[src/rtl/sha256_round_ctrl_if.sv]
// Handshake and strobe bundle between the SHA-256 round sequencer and its
// surroundings (block-input FIFO, K ROM / W window, working and hash registers).
// The master modport is the sequencer; the slave modport is the datapath/source side.
// round_halt exists only when SHA_ROUND_HALT_EN is defined.
interface sha256_round_ctrl_if #(
   parameter int IDX_W  = 6,
   parameter int BCNT_W = 16
);
   logic              blk_valid;
   logic              blk_last;
   logic              blk_ready;
   logic [IDX_W-1:0]  k_index;
   logic              w_load;
   logic              w_expand;
   logic              round_en;
   logic              hash_init;
   logic              state_load;
   logic              hash_add;
   logic              digest_valid;
   logic              digest_ready;
   logic              busy;
   logic [BCNT_W-1:0] blk_cnt;
`ifdef SHA_ROUND_HALT_EN
   logic              round_halt;
`endif

   modport master (
      input  blk_valid, blk_last, digest_ready,
`ifdef SHA_ROUND_HALT_EN
      input  round_halt,
`endif
      output blk_ready, k_index, w_load, w_expand, round_en, hash_init,
             state_load, hash_add, digest_valid, busy, blk_cnt
   );

   modport slave (
      output blk_valid, blk_last, digest_ready,
`ifdef SHA_ROUND_HALT_EN
      output round_halt,
`endif
      input  blk_ready, k_index, w_load, w_expand, round_en, hash_init,
             state_load, hash_add, digest_valid, busy, blk_cnt
   );
endinterface

[src/rtl/sha256_round_ctrl.sv]
// SHA-256 compression sequencer: accepts one 512-bit block per token, then
// walks LOAD -> ROUND x ROUNDS -> ADD, and presents the digest after the last
// block of a message until the consumer takes it.
// Optional feature: define SHA_ROUND_HALT_EN to add round_halt, which freezes
// the round counter while in ROUND.
module sha256_round_ctrl #(
   parameter int ROUNDS = 64,
   parameter int IDX_W  = 6,
   parameter int BCNT_W = 16
) (
   input logic                  clk,
   input logic                  rst,
   sha256_round_ctrl_if.master  bus
);

   localparam logic [2:0] S_IDLE  = 3'd0;
   localparam logic [2:0] S_LOAD  = 3'd1;
   localparam logic [2:0] S_ROUND = 3'd2;
   localparam logic [2:0] S_ADD   = 3'd3;
   localparam logic [2:0] S_OUT   = 3'd4;

   localparam logic [IDX_W-1:0] LAST_T      = IDX_W'(ROUNDS - 1);
   localparam logic [IDX_W-1:0] LOAD_ROUNDS = IDX_W'(16);

   if (ROUNDS <= 16 || ROUNDS > (1 << IDX_W)) begin : g_bad_rounds
      $error("sha256_round_ctrl: ROUNDS must satisfy 16 < ROUNDS <= 2**IDX_W");
   end

   logic [2:0]        state_q, state_d;
   logic [IDX_W-1:0]  k_index_q, k_index_d;
   logic              first_flag_q, first_flag_d;
   logic [BCNT_W-1:0] blk_cnt_q, blk_cnt_d;
   logic              last_q, last_d;
   logic              accept;
   logic              halt;

`ifdef SHA_ROUND_HALT_EN
   assign halt = bus.round_halt;
`else
   assign halt = 1'b0;
`endif

   // A block is taken only in IDLE and never while reset is asserted.
   assign accept = bus.blk_valid && !rst && (state_q == S_IDLE);

   // Next-state and bookkeeping for the block/message sequence.
   always_comb begin
      // NOTE: every variable gets a default first so no path leaves it unassigned and no latch is inferred.
      state_d      = state_q;
      k_index_d    = k_index_q;
      first_flag_d = first_flag_q;
      blk_cnt_d    = blk_cnt_q;
      last_d       = last_q;
      case (state_q)
         S_IDLE: begin
            if (accept) begin
               state_d = S_LOAD;
               last_d  = bus.blk_last;
               if (first_flag_q) begin
                  first_flag_d = 1'b0;
                  blk_cnt_d    = BCNT_W'(1);
               end else if (blk_cnt_q != '1) begin
                  blk_cnt_d = blk_cnt_q + 1'b1;
               end
            end
         end
         S_LOAD: begin
            state_d   = S_ROUND;
            k_index_d = '0;
         end
         S_ROUND: begin
            if (!halt) begin
               if (k_index_q == LAST_T) begin
                  state_d   = S_ADD;
                  k_index_d = '0;
               end else begin
                  k_index_d = k_index_q + 1'b1;
               end
            end
         end
         S_ADD: begin
            state_d = last_q ? S_OUT : S_IDLE;
         end
         S_OUT: begin
            if (bus.digest_ready) begin
               state_d      = S_IDLE;
               first_flag_d = 1'b1;
            end
         end
         default: begin
            state_d = S_IDLE;
         end
      endcase
   end

   // State registers with synchronous reset; reset aborts any block in flight.
   always_ff @(posedge clk) begin
      // NOTE: sequential state uses non-blocking assignments so all flops sample pre-edge values.
      if (rst) begin
         state_q      <= S_IDLE;
         k_index_q    <= '0;
         first_flag_q <= 1'b1;
         blk_cnt_q    <= '0;
         last_q       <= 1'b0;
      end else begin
         state_q      <= state_d;
         k_index_q    <= k_index_d;
         first_flag_q <= first_flag_d;
         blk_cnt_q    <= blk_cnt_d;
         last_q       <= last_d;
      end
   end

   // Strobe decode from the current state; everything is silenced during reset.
   always_comb begin
      bus.blk_ready    = !rst && (state_q == S_IDLE);
      bus.hash_init    = accept && first_flag_q;
      bus.state_load   = !rst && (state_q == S_LOAD);
      bus.round_en     = !rst && (state_q == S_ROUND) && !halt;
      bus.w_load       = bus.round_en && (k_index_q <  LOAD_ROUNDS);
      bus.w_expand     = bus.round_en && (k_index_q >= LOAD_ROUNDS);
      bus.hash_add     = !rst && (state_q == S_ADD);
      bus.digest_valid = !rst && (state_q == S_OUT);
      bus.busy         = !rst && (state_q != S_IDLE);
      bus.k_index      = k_index_q;
      bus.blk_cnt      = blk_cnt_q;
   end

endmodule

[src/flat_wrapper.sv]
// flat-port wrapper written by rule: the top's interface ports become plain ports
module sha256_round_ctrl_flat 
#(
   parameter int ROUNDS = 64,
   parameter int IDX_W  = 6,
   parameter int BCNT_W = 16
)
  (clk, rst, bus_blk_valid, bus_blk_last, bus_digest_ready, bus_blk_ready, bus_k_index, bus_w_load, bus_w_expand, bus_round_en, bus_hash_init, bus_state_load, bus_hash_add, bus_digest_valid, bus_busy, bus_blk_cnt);
  sha256_round_ctrl_if #(.IDX_W(IDX_W), .BCNT_W(BCNT_W)) bus_i ();
  input logic clk;
  input logic rst;
  input wire logic [$bits(bus_i.blk_valid)-1:0] bus_blk_valid;
  input wire logic [$bits(bus_i.blk_last)-1:0] bus_blk_last;
  input wire logic [$bits(bus_i.digest_ready)-1:0] bus_digest_ready;
  output wire logic [$bits(bus_i.blk_ready)-1:0] bus_blk_ready;
  output wire logic [$bits(bus_i.k_index)-1:0] bus_k_index;
  output wire logic [$bits(bus_i.w_load)-1:0] bus_w_load;
  output wire logic [$bits(bus_i.w_expand)-1:0] bus_w_expand;
  output wire logic [$bits(bus_i.round_en)-1:0] bus_round_en;
  output wire logic [$bits(bus_i.hash_init)-1:0] bus_hash_init;
  output wire logic [$bits(bus_i.state_load)-1:0] bus_state_load;
  output wire logic [$bits(bus_i.hash_add)-1:0] bus_hash_add;
  output wire logic [$bits(bus_i.digest_valid)-1:0] bus_digest_valid;
  output wire logic [$bits(bus_i.busy)-1:0] bus_busy;
  output wire logic [$bits(bus_i.blk_cnt)-1:0] bus_blk_cnt;
  assign bus_i.blk_valid = bus_blk_valid;
  assign bus_i.blk_last = bus_blk_last;
  assign bus_i.digest_ready = bus_digest_ready;
  assign bus_blk_ready = bus_i.blk_ready;
  assign bus_k_index = bus_i.k_index;
  assign bus_w_load = bus_i.w_load;
  assign bus_w_expand = bus_i.w_expand;
  assign bus_round_en = bus_i.round_en;
  assign bus_hash_init = bus_i.hash_init;
  assign bus_state_load = bus_i.state_load;
  assign bus_hash_add = bus_i.hash_add;
  assign bus_digest_valid = bus_i.digest_valid;
  assign bus_busy = bus_i.busy;
  assign bus_blk_cnt = bus_i.blk_cnt;
  sha256_round_ctrl #(.ROUNDS(ROUNDS), .IDX_W(IDX_W), .BCNT_W(BCNT_W)) u_core (.clk(clk), .rst(rst), .bus(bus_i));
endmodule
[config.mk]
export PLATFORM = sky130hd
export DESIGN_NAME = sha256_round_ctrl_flat
export DESIGN_NICKNAME = d
export VERILOG_FILES = /design/src/rtl/sha256_round_ctrl_if.sv /design/src/rtl/sha256_round_ctrl.sv /design/src/flat_wrapper.sv
export SDC_FILE = /design/constraint.sdc
export NUM_CORES = 1
export LEC_CHECK = 0
export BUFFER_PORTS_ARGS = -buffer_cell sky130_fd_sc_hd__buf_2
export CORE_MARGIN = 10
export CORE_UTILIZATION = 35
export CTS_CLUSTER_DIAMETER = 40
export DETAILED_ROUTE_END_ITERATION = 10
export HOLD_SLACK_MARGIN = 0.12
export MAX_ROUTING_LAYER = met4
export PLACE_DENSITY = 0.61
export SYNTH_ARGS = -nofsm -noshare
export SYNTH_HDL_FRONTEND = slang
export SYNTH_SLANG_ARGS = --single-unit
export TNS_END_PERCENT = 20
[constraint.sdc]
create_clock -name clk -period 2.45 [get_ports clk]
set_input_delay 0.3675 -clock clk [delete_from_list [all_inputs] [get_ports clk]]
set_output_delay 0.3675 -clock clk [all_outputs]
set_load 0.01 [all_outputs]
==> impl_results.md, run 1 <==
* Detailed-placement wirelength estimate at 2880 um
* Met2 Routed Length at 1850 um
* Final cycle utilization of the critical path at 0.8575
* Share of total power in sequential cells at 0.428
* Share of layout cells above drive strength 1 at 0.2304
* Global routing usage summed across all routing layers at 0.1060
* Routed metal-1 wirelength at 1914 um
* Post-Route Utilization at 0.4152
* Area of the mapped netlist at 1577 um^2
* Relative slew margins at 0.5185
* Net Sw Frac at 0.4008
* Maximum fanout along the worst path at 10
* Worst hold start: bus_blk_last
* Global-route wire length before repair at 6548 um
* Gate count after technology mapping at 201
* Buffers from clock root to sink, at most at 2
* Clk_lat worst skew at 0.28 ns
* Most frequent cells in the layout: sky130_fd_sc_hd__buf_2 (35), sky130_fd_sc_hd__dfxtp_1 (27), sky130_fd_sc_hd__nor2_1 (22), sky130_fd_sc_hd__nand2_1 (22), sky130_fd_sc_hd__a21oi_1 (11)
* Post-Synthesis Net Count at 208
* Yosys cell types at 50
* Mapped Avg Cell Area at 7.843 um^2
* Status: finished, final reports clean
* Post-cts repair resize count at 0
* Number of hold-slack violations in the final timing report at 0
* Iteration-0 DRC count of the detailed router at 151
* Count of placed standard cells in the final layout, fillers left out at 282
* Critical path class: register to output port
* F_max at 476.0 MHz
* Via count at 1535
* Arrival time at the worst endpoint at 1.73 ns
* Slew @ Worst Pin at 0.7167 ns
* Area of the die at 7589 um^2
* Vertical extent of the die at 87.12 um
* Total clock buffers created by CTS at 3
* Placer's final routability congestion estimate at 0.7948
* DRT antenna net count at 0
* Overall overflow remaining after global route at 0
* Setup crit start: u_core.state_q[1]
* Yosys warns at 0
* Drt via density at 5.443
* Diode insertion count for antenna repair at 0
* Type of origin of the critical path: register
* Detailed-routed wire length on met3 at 221 um
* Layout Area Growth over Synthesis at 14.68%
* Skew final at 0.01516 ns
* Accumulated negative setup slack at 0 ns
* Number of sinks driven by the clock tree at 27
* Critical register-to-register path startpoint: u_core.bus.blk_cnt[0]
* Horizontal die dimension at 87.12 um
* Cts hold-fix bufs at 0
* Vias in the first global route at 1333
* Number of synthesized flops with an enable pin at 0
* Clock root buffer master: sky130_fd_sc_hd__clkbuf_8
* Unrepaired setup endpoints after global routing: no
* Wirelength, routed at 4021 um
* Ys flop type: sky130_fd_sc_hd__dfxtp_1
* CTS tree: yes
* Number of register bits inferred by synthesis at 27
* Post-placement cell count at 278
* Internal Power at 0.0008049 W
* Number of H-tree levels at 1
* Net switching component of the power at 0.0005384 W
* Maximum number of pins on one net before global-route repair at 36
* Min cycle time layout at 2.101 ns
* Row cnt at 24
* Combinational group share of total power at 0.379
* Hold Path Class: input port to register
* Share of synthesized registers carrying an async set or reset at 0
* Worst-path clk slew at 0.09 ns
* Number of top-level pins at 36
* Type of destination of the critical path: output port
* Max VDD drop at 0.2652 mV
* DRC viols at 0
* Starting density of the core at 0.3621
* Antenna violations before repair at 0
* Number of violations of the max-capacitance limit at 0
* Routed wirelength normalized by instance count at 14.26 um
* Setup Buffers After CTS at 0
* Sequential share of the synthesized area at 0.3429
* Highest metal used: met4
* Total power after layout at 0.001343 W
* Leak at 0.6879 nW
* Power density over the cells at 743.0 nW/um^2
* Required time of the worst setup path at 2.08 ns
* Initial DRT Pass Iterations at 4
* Final net count at 238
* Port-buffer cells at 35
* Clk pwr share at 0.192
* Final count of negative-setup-slack endpoints at 0
* Number of pins with negative max-slew slack in the final report at 0
* Total core area at 4354 um^2
* Most frequent standard cell in the layout excluding fill and tap cells: sky130_fd_sc_hd__buf_2
-- cell type report --
cell class,instances,area [um^2]
clock buffer,4,45.04
fill,452,2546
timing repair buffer,39,205.2
sequential,27,540.5
tap,52,65.06
inverter,4,15.01
multi-input combinational,156,937.1
-- critical path, stage by stage, from the launching register on --
cell and delay (ns):
sky130_fd_sc_hd__dfxtp_1 0.52, sky130_fd_sc_hd__or3b_1 0.54, sky130_fd_sc_hd__nor2_1 0.17, sky130_fd_sc_hd__o21a_1 0.13, sky130_fd_sc_hd__buf_2 0.12
-- Yosys cell counts, types with 2 or more instances --
master	number	area share
sky130_fd_sc_hd__a22oi_1	2	0.0095
sky130_fd_sc_hd__nand4_1	7	0.028
sky130_fd_sc_hd__a21oi_2	4	0.022
sky130_fd_sc_hd__o31ai_1	3	0.014
sky130_fd_sc_hd__buf_4	2	0.0095
sky130_fd_sc_hd__buf_6	3	0.021
sky130_fd_sc_hd__dfxtp_1	27	0.34
sky130_fd_sc_hd__o21ai_1	4	0.013
sky130_fd_sc_hd__a41oi_1	2	0.011
sky130_fd_sc_hd__and2_1	3	0.012
sky130_fd_sc_hd__a31oi_1	3	0.012
sky130_fd_sc_hd__nand2_1	22	0.052
sky130_fd_sc_hd__o41ai_1	2	0.011
sky130_fd_sc_hd__ha_1	2	0.016
sky130_fd_sc_hd__mux2i_1	2	0.013
sky130_fd_sc_hd__a21oi_1	11	0.035
sky130_fd_sc_hd__nand4b_1	2	0.011
sky130_fd_sc_hd__or3_1	3	0.012
sky130_fd_sc_hd__nor2b_1	7	0.028
sky130_fd_sc_hd__nor3_1	7	0.022
sky130_fd_sc_hd__nand3_1	7	0.022
sky130_fd_sc_hd__clkbuf_1	7	0.017
sky130_fd_sc_hd__a21o_1	3	0.014
sky130_fd_sc_hd__or4_1	2	0.0095
sky130_fd_sc_hd__nor3b_1	2	0.0095
sky130_fd_sc_hd__inv_1	4	0.0095
sky130_fd_sc_hd__nor4b_1	2	0.011
sky130_fd_sc_hd__or2_2	2	0.0079
sky130_fd_sc_hd__and3_1	2	0.0079
sky130_fd_sc_hd__nor2_1	22	0.052
sky130_fd_sc_hd__o21ai_0	10	0.032
sky130_fd_sc_hd__o21a_1	2	0.0095
-- through the flow --
| step | hold slack [ns] | instance area, um^2 | worst slack, ns |
|---|---|---|---|
| final | 0.3144 | 1808 | 0.3490 |
| after global routing | 0.3078 | 1808 | 0.2153 |
| after CTS | 0.3033 | 1808 | 0.3224 |
| after detailed placement | 0.4658 | 1763 | 0.4741 |
| after global placement | 0.4634 | 1763 | 0.5123 |
| after floorplan | 0.4503 | 1577 | 0.5695 |
-- sequential cells by signal (all words and copies together), names as in the netlist --
| name | flops |
|---|---|
| u_core.last_q | 1 |
| u_core.bus.k_index | 6 |
| u_core.bus.blk_cnt | 16 |
| u_core.state_q | 3 |
| u_core.first_flag_q | 1 |
-- cell families (layout without fill, tap and decap cells) --
kind of cell,after synthesis,after routing,synth area share
compound gates,52,52,0.2183
buf+inv,18,47,0.06269
xor+xnor,1,1,0.005557
fa+ha+maj,2,2,0.01587
flops,27,27,0.3429
simple gates,99,99,0.3421
mux,2,2,0.01270
-- worst paths after layout --
path,to,slack (ns),depth (start not counted)
worst max register to register,u_core.bus.blk_cnt[0],0.44,6
worst min register to register,u_core.last_q,0.48,2
worst max-delay path,bus_w_expand,0.35,4
worst min-delay path,u_core.last_q,0.31,3
-- layer usage --
| layer | up-vias | track usage |
|---|---|---|
| li1 | 792 | - |
| met1 | 710 | 0.1339 |
| met2 | 29 | 0.1586 |
| met3 | 4 | 0.02434 |
| met4 | 0 | 0.04348 |
| met5 | - | - |
-- power by group through the flow --
stage / sequential (W) / clock (W) / combinational, W
CTS: 0.000575 / 0.000266 / 0.000519
floorplan: 0.000525 / 0 / 0.000472
global placement: 0.000585 / 0 / 0.000516
global route: 0.000587 / 0.000283 / 0.000565
detailed placement: 0.000584 / 0 / 0.000517
finish: 0.000576 / 0.000258 / 0.000510
Note: power is estimated with default switching activity, not from simulation.
==> run 2: changes to the inputs <==
clock period = 2.75 ns   (was 2.45 ns; I/O delays follow)
==> run 2 against run 1 <==
Count of clock-buffer cells in the layout down 1. Global-route usage up 0.22 points. Critical endpoint is now u_core.bus.blk_cnt[0]. Routed wire length down 0.97%. Clock skew down 0.0098 ns. Critical path type is now register to register.
==> impl_results.md, run 2 (synthesized netlist as in run 1, its figures left out) <==
* Unrepaired setup endpoints after global routing: no
* Number of top-level pins at 36 (unchanged)
* Family with the most delay on the worst path: simple AND/OR/NAND/NOR gates
* Hold Path Class: input port to register
* Buffers from clock root to sink, at most at 2 (unchanged)
* Placer's final routability congestion estimate at 0.7640 (-3.9%)
* Number of hold-slack violations in the final timing report at 0 (unchanged)
* Net Sw Frac at 0.4089 (+0.008080)
* Worst-path cell with the longest stage delay: sky130_fd_sc_hd__or2_1
* Arrival time at the worst endpoint at 2.41 ns (+0.68 ns)
* Relative slew margins at 0.5982 (+0.07968)
* CTS tree: yes
* Clk_lat worst skew at 0.28 ns (about the same)
* Post-placement cell count at 276 (-0.72%)
* Total power after layout at 0.001203 W (-10%)
* Detailed-placement wirelength estimate at 2798 um (-2.8%)
* Register-to-Register Setup Slack at 0.54 ns (+0.10 ns)
* DRT antenna net count at 0 (unchanged)
* Final net count at 236 (-0.84%)
* Number of sinks driven by the clock tree at 27 (unchanged)
* Internal Power at 0.0007111 W (-12%)
* Type of destination of the critical path: register
* Horizontal die dimension at 87.12 um (unchanged)
* Flip-flop count of the largest register after layout at 16 (unchanged)
* Largest stage delay, worst path at 0.52 ns (-0.02 ns)
* Global-route wire length before repair at 6706 um (+2.4%)
* Maximum fanout along the worst path at 15 (+5)
* Post-route cell area at 1797 um^2 (-0.62%)
* Setup Buffers After CTS at 0 (unchanged)
* Slew @ Worst Pin at 0.5981 ns (-0.1186 ns)
* Clk pwr share at 0.199 (+0.007)
* Total clock buffers created by CTS at 3 (unchanged)
* Type of origin of the critical path: register
* Iteration-0 DRC count of the detailed router at 132 (-13%)
* Worst hold start: bus_blk_last
* Final cycle utilization of the critical path at 0.8027
* Worst-path clk slew at 0.10 ns (about the same)
* Accumulated negative setup slack at 0 ns (unchanged)
* Vertical extent of the die at 87.12 um (unchanged)
* DRC viols at 0 (unchanged)
* Vias in the first global route at 1409 (+5.7%)
* Most frequent cells in the layout: sky130_fd_sc_hd__buf_2 (35), sky130_fd_sc_hd__dfxtp_1 (27), sky130_fd_sc_hd__nor2_1 (22), sky130_fd_sc_hd__nand2_1 (22), sky130_fd_sc_hd__a21oi_1 (11)
* Slack of the critical path at 0.5426 ns (+0.1935 ns)
* Required time of the worst setup path at 2.96 ns (+0.88 ns)
* Final count of negative-setup-slack endpoints at 0 (unchanged)
* Clock root buffer master: sky130_fd_sc_hd__clkbuf_8
* Worst slack, placed at 0.5895 ns (+0.1155 ns)
* Layout Area Growth over Synthesis at 13.97%
* Diode insertion count for antenna repair at 0 (unchanged)
* Setup crit start: u_core.bus.blk_cnt[0]
* Global routing usage summed across all routing layers at 0.1082 (+0.002176)
* Initial DRT Pass Iterations at 4 (unchanged)
* Status: finished, final reports clean
* Total core area at 4354 um^2 (unchanged)
* Area of the die at 7589 um^2 (unchanged)
* Critical register-to-register path startpoint: u_core.bus.blk_cnt[0]
* Total cell area at the placement stage at 1748 um^2 (-0.85%)
* F_max at 453.0 MHz
* Number of buffer and inverter stages on the critical path at 0 (-1)
* Post-cts repair resize count at 0 (unchanged)
* Power density over the cells at 669.5 nW/um^2 (-9.9%)
* Drt via density at 5.429 (-0.27%)
* Number of H-tree levels at 1 (unchanged)
* Share of layout cells above drive strength 1 at 0.2281 (-0.002365)
* Antenna violations before repair at 0 (unchanged)
* Share of total power in sequential cells at 0.424 (-0.004)
* Net switching component of the power at 0.0004919 W (-8.6%)
* Min cycle time layout at 2.207 ns
* Count of placed standard cells in the final layout, fillers left out at 280 (-0.71%)
* Skew final at 0.005366 ns (-0.009790 ns)
* Critical path class: register to register
* Maximum number of pins on one net before global-route repair at 36 (unchanged)
* Leak at 0.6770 nW (-1.6%)
* Number of pins with negative max-slew slack in the final report at 0 (unchanged)
* Port-buffer cells at 35 (unchanged)
* Wirelength, routed at 3982 um (-0.97%)
* Most frequent standard cell in the layout excluding fill and tap cells: sky130_fd_sc_hd__buf_2
* Routed wirelength normalized by instance count at 14.22 um (-0.26%)
* Starting density of the core at 0.3621 (unchanged)
* Overall overflow remaining after global route at 0 (unchanged)
* Cts hold-fix bufs at 0 (unchanged)
* Via count at 1520 (-0.98%)
* Cell-by-cell trace of the critical path: ha_1 -> nand4_1 -> nor4_2 -> or2_1 -> nor2_1 -> a211oi_1
* Number of violations of the max-capacitance limit at 0 (unchanged)
* Fillers at 456 (+0.88%)
* Max VDD drop at 0.2400 mV (-9.5%)
* Combinational group share of total power at 0.377 (-0.002)
* Row cnt at 24 (unchanged)
-- run 2: area by class of cell --
cell class / count / area (um^2) / share of cell area
clock buffer: 3 / 41.29 / 0.02298
tap: 52 / 65.06 / 0.03621
timing repair buffer: 37 / 190.2 / 0.1058
multi-input combinational: 156 / 937.1 / 0.5216
clock inverter: 1 / 7.507 / 0.004178
sequential: 27 / 540.5 / 0.3008
inverter: 4 / 15.01 / 0.008357
-- run 2: stage by stage --
| stage | hold WS (ns) | utilization |
|---|---|---|
| after global placement | 0.4811 | 0.4014 |
| after CTS | 0.3494 | 0.4126 |
| final | 0.3592 | 0.4126 |
| after floorplan | 0.4503 | - |
| after global routing | 0.3542 | 0.4126 |
| after detailed placement | 0.4773 | 0.4014 |
-- run 2: path summary, 6_finish.rpt --
check | end | cells after the start
worst max-delay path | u_core.bus.blk_cnt[0] | 6
worst min-delay path | u_core.last_q | 3
worst max register to register | u_core.bus.blk_cnt[0] | 6
worst min register to register | u_core.bus.blk_cnt[15] | 1
-- run 2: power by group through the flow --
stage                     Sequential (W)  Combinational (W)  Clock [W]
after floorplan                 0.000468           0.000420          0
after global routing            0.000521           0.000506   0.000263
after global placement          0.000519           0.000455          0
after CTS                       0.000510           0.000457   0.000250
final                           0.000510           0.000453   0.000240
after detailed placement        0.000518           0.000455          0
-- run 2: worst min-delay path, cell delays in order --
cell and delay [ns]:
sky130_fd_sc_hd__buf_2 0.09, sky130_fd_sc_hd__nand3_1 0.06, sky130_fd_sc_hd__nand2_1 0.06
-- run 2: routing by layer --
layer	track usage	vias to the layer above	routed length [um]
met3	0.02247	6	178
met1	0.1377	692	1934
met5	-	-	0
li1	-	790	-
met4	0.03913	0	47
met2	0.1646	32	1822
==> run 3: changes to the inputs <==
PLACE_DENSITY = 0.63   (was 0.61)
clock period = 2 ns   (was 2.75 ns; I/O delays follow)
==> run 3 against run 2 <==
Hold slack worse by 0.11 ns. Critical path depth is 2 lower. Setup slack lost 0.42 ns. Final cell count is 4.6% higher. Highest routed layer unchanged. Die area is the same. Flip-flop and latch count unchanged. Register-to-register slack worse by 0.32 ns. Largest power group is now combinational cells. Clock power is 33% higher. Via count rose by 4.2%.
==> impl_results.md, run 3 (synthesized netlist as in run 1, its figures left out) <==
* Min cycle time layout at 1.874 ns
* Post-Route Utilization at 0.4359 (+0.02328)
* Hold Path Class: input port to register
* Type of destination of the critical path: output port
* Max VDD drop at 0.2849 mV (+19%)
* Final net count at 249 (+5.5%)
* Number of pins with negative max-slew slack in the final report at 0 (unchanged)
* Routed wirelength normalized by instance count at 14.07 um (-1.1%)
* Flip-flop count of the largest register after layout at 16 (unchanged)
* CTS tree: yes
* Combinational group share of total power at 0.408 (+0.031)
* Internal Power at 0.001024 W (+44%)
* Skew final at 0.001104 ns (-0.004262 ns)
* Accumulated negative setup slack at 0 ns (unchanged)
* Total clock buffers created by CTS at 3 (unchanged)
* Buffers from clock root to sink, at most at 2 (unchanged)
* Count of placed standard cells in the final layout, fillers left out at 293 (+4.6%)
* Via count at 1584 (+4.2%)
* Arrival time at the worst endpoint at 1.57 ns (-0.84 ns)
* Most frequent cells in the layout: sky130_fd_sc_hd__buf_2 (35), sky130_fd_sc_hd__dfxtp_1 (26), sky130_fd_sc_hd__nor2_1 (22), sky130_fd_sc_hd__nand2_1 (22), sky130_fd_sc_hd__buf_4 (15)
* Total core area at 4354 um^2 (unchanged)
* Total power after layout at 0.001692 W (+41%)
* Setup Buffers After CTS at 0 (unchanged)
* Global-route wire length before repair at 6824 um (+1.8%)
* Initial DRT Pass Iterations at 4 (unchanged)
* Net Sw Frac at 0.3947 (-0.01414)
* Required time of the worst setup path at 1.70 ns (-1.26 ns)
* Unrepaired setup endpoints after global routing: no
* Detailed-placement wirelength estimate at 2995 um (+7.0%)
* Critical path class: register to output port
* Number of hold-slack violations in the final timing report at 0 (unchanged)
* Number of H-tree levels at 1 (unchanged)
* Type of origin of the critical path: register
* Port-buffer cells at 35 (unchanged)
* Maximum fanout along the worst path at 10 (-5)
* Maximum number of pins on one net before global-route repair at 36 (unchanged)
* Clk_lat worst skew at 0.27 ns (about the same)
* Relative slew margins at 0.7403 (+0.1421)
* Power density over the cells at 891.5 nW/um^2 (+33%)
* Wirelength, routed at 4122 um (+3.5%)
* Worst-path cell with the longest stage delay: sky130_fd_sc_hd__or3b_4
* Final cycle utilization of the critical path at 0.9368
* Leak at 0.7467 nW (+10%)
* Post-placement cell count at 289 (+4.7%)
* Diode insertion count for antenna repair at 0 (unchanged)
* Number of top-level pins at 36 (unchanged)
* Layout Area Growth over Synthesis at 20.40%
* Share of layout cells above drive strength 1 at 0.2780 (+0.04994)
* Net switching component of the power at 0.0006680 W (+36%)
* DRT antenna net count at 0 (unchanged)
* Vertical extent of the die at 87.12 um (unchanged)
* Row cnt at 24 (unchanged)
* Number of sinks driven by the clock tree at 27 (unchanged)
* DRC viols at 0 (unchanged)
* Worst-path clk slew at 0.10 ns (about the same)
* Clk pwr share at 0.188 (-0.011)
* Slew @ Worst Pin at 0.3895 ns (-0.2085 ns)
* Vias in the first global route at 1429 (+1.4%)
* Global routing usage summed across all routing layers at 0.1104 (+0.002199)
* Number of violations of the max-capacitance limit at 0 (unchanged)
* Fillers at 440 (-3.5%)
* Overall overflow remaining after global route at 0 (unchanged)
* Drt via density at 5.406 (-0.41%)
* Iteration-0 DRC count of the detailed router at 98 (-26%)
* Cell-by-cell trace of the critical path: or3b_4 -> nor2_1 -> o21a_1 -> buf_2
* Clock root buffer master: sky130_fd_sc_hd__clkbuf_8
* Placer's final routability congestion estimate at 0.8312 (+8.8%)
* F_max at 533.7 MHz
* Most frequent standard cell in the layout excluding fill and tap cells: sky130_fd_sc_hd__buf_2
* Starting density of the core at 0.3621 (unchanged)
* Area of the die at 7589 um^2 (unchanged)
* Final count of negative-setup-slack endpoints at 0 (unchanged)
* Cts hold-fix bufs at 0 (unchanged)
* Share of total power in sequential cells at 0.404 (-0.020)
* Horizontal die dimension at 87.12 um (unchanged)
* Antenna violations before repair at 0 (unchanged)
* Largest stage delay, worst path at 0.50 ns (-0.02 ns)
* Status: finished, final reports clean
==> run 3: area by class of cell <==
class	instances	area, um^2	area share
Inverter	4	15.01	0.007910
Multi-Input combinational cell	156	939.7	0.4951
Clock buffer	3	41.29	0.02175
Tap cell	52	65.06	0.03428
Sequential cell	27	541.8	0.2854
Clock inverter	1	7.507	0.003955
Timing Repair Buffer	50	287.8	0.1516
==> run 3: path summary, 6_finish.rpt <==
kind	from	to	slack (ns)	depth (start not counted)
max	u_core.state_q[0]	bus_w_expand	0.13	4
min	bus_blk_last	u_core.last_q	0.25	3
max reg2reg	u_core.state_q[1]	u_core.bus.blk_cnt[14]	0.22	6
min reg2reg	u_core.last_q	u_core.last_q	0.49	2
==> run 3: worst max-delay path: cells and delay by family, from the launching register on <==
kind            cells  cell delay (ns)
compound gates      1             0.12
buf+inv             1             0.12
simple gates        2             0.63
flops               1             0.43
==> run 3: timing repair <==
item,4_1_cts,5_1_grt
setup endpoints to repair,2,3
pin swaps,0,1
resized for setup,1,1
==> run 3: power by group through the flow <==
stage / clock [W] / combinational [W] / sequential [W]
after global routing: 0.000360 / 0.000770 / 0.000697
after detailed placement: 0 / 0.000687 / 0.000692
final: 0.000319 / 0.000690 / 0.000683
after global placement: 0 / 0.000687 / 0.000691
after floorplan: 0 / 0.000578 / 0.000643
after CTS: 0.000334 / 0.000691 / 0.000682
==> run 3: per-stage QoR <==
step           hold slack, ns  worst slack, ns  cell area (um^2)
2_1_floorplan          0.4229           0.1195              1577
3_3_place_gp           0.4734           0.1572              1846
3_5_place_dp           0.4646           0.1510              1846
4_1_cts                0.2482          0.02003              1896
5_1_grt                0.2497          0.03690              1898
6_report               0.2512           0.1264              1898
==> run 3: metal layers <==
layer | GRT usage | routed length, um | part of all wire | vias to the layer above
met3 | 0.02247 | 168 | 0.041 | 4
met4 | 0.03478 | 44 | 0.011 | 0
met1 | 0.1428 | 1973 | 0.48 | 740
li1 | - | - | - | 807
met5 | - | 0 | 0 | -
met2 | 0.1679 | 1936 | 0.47 | 33
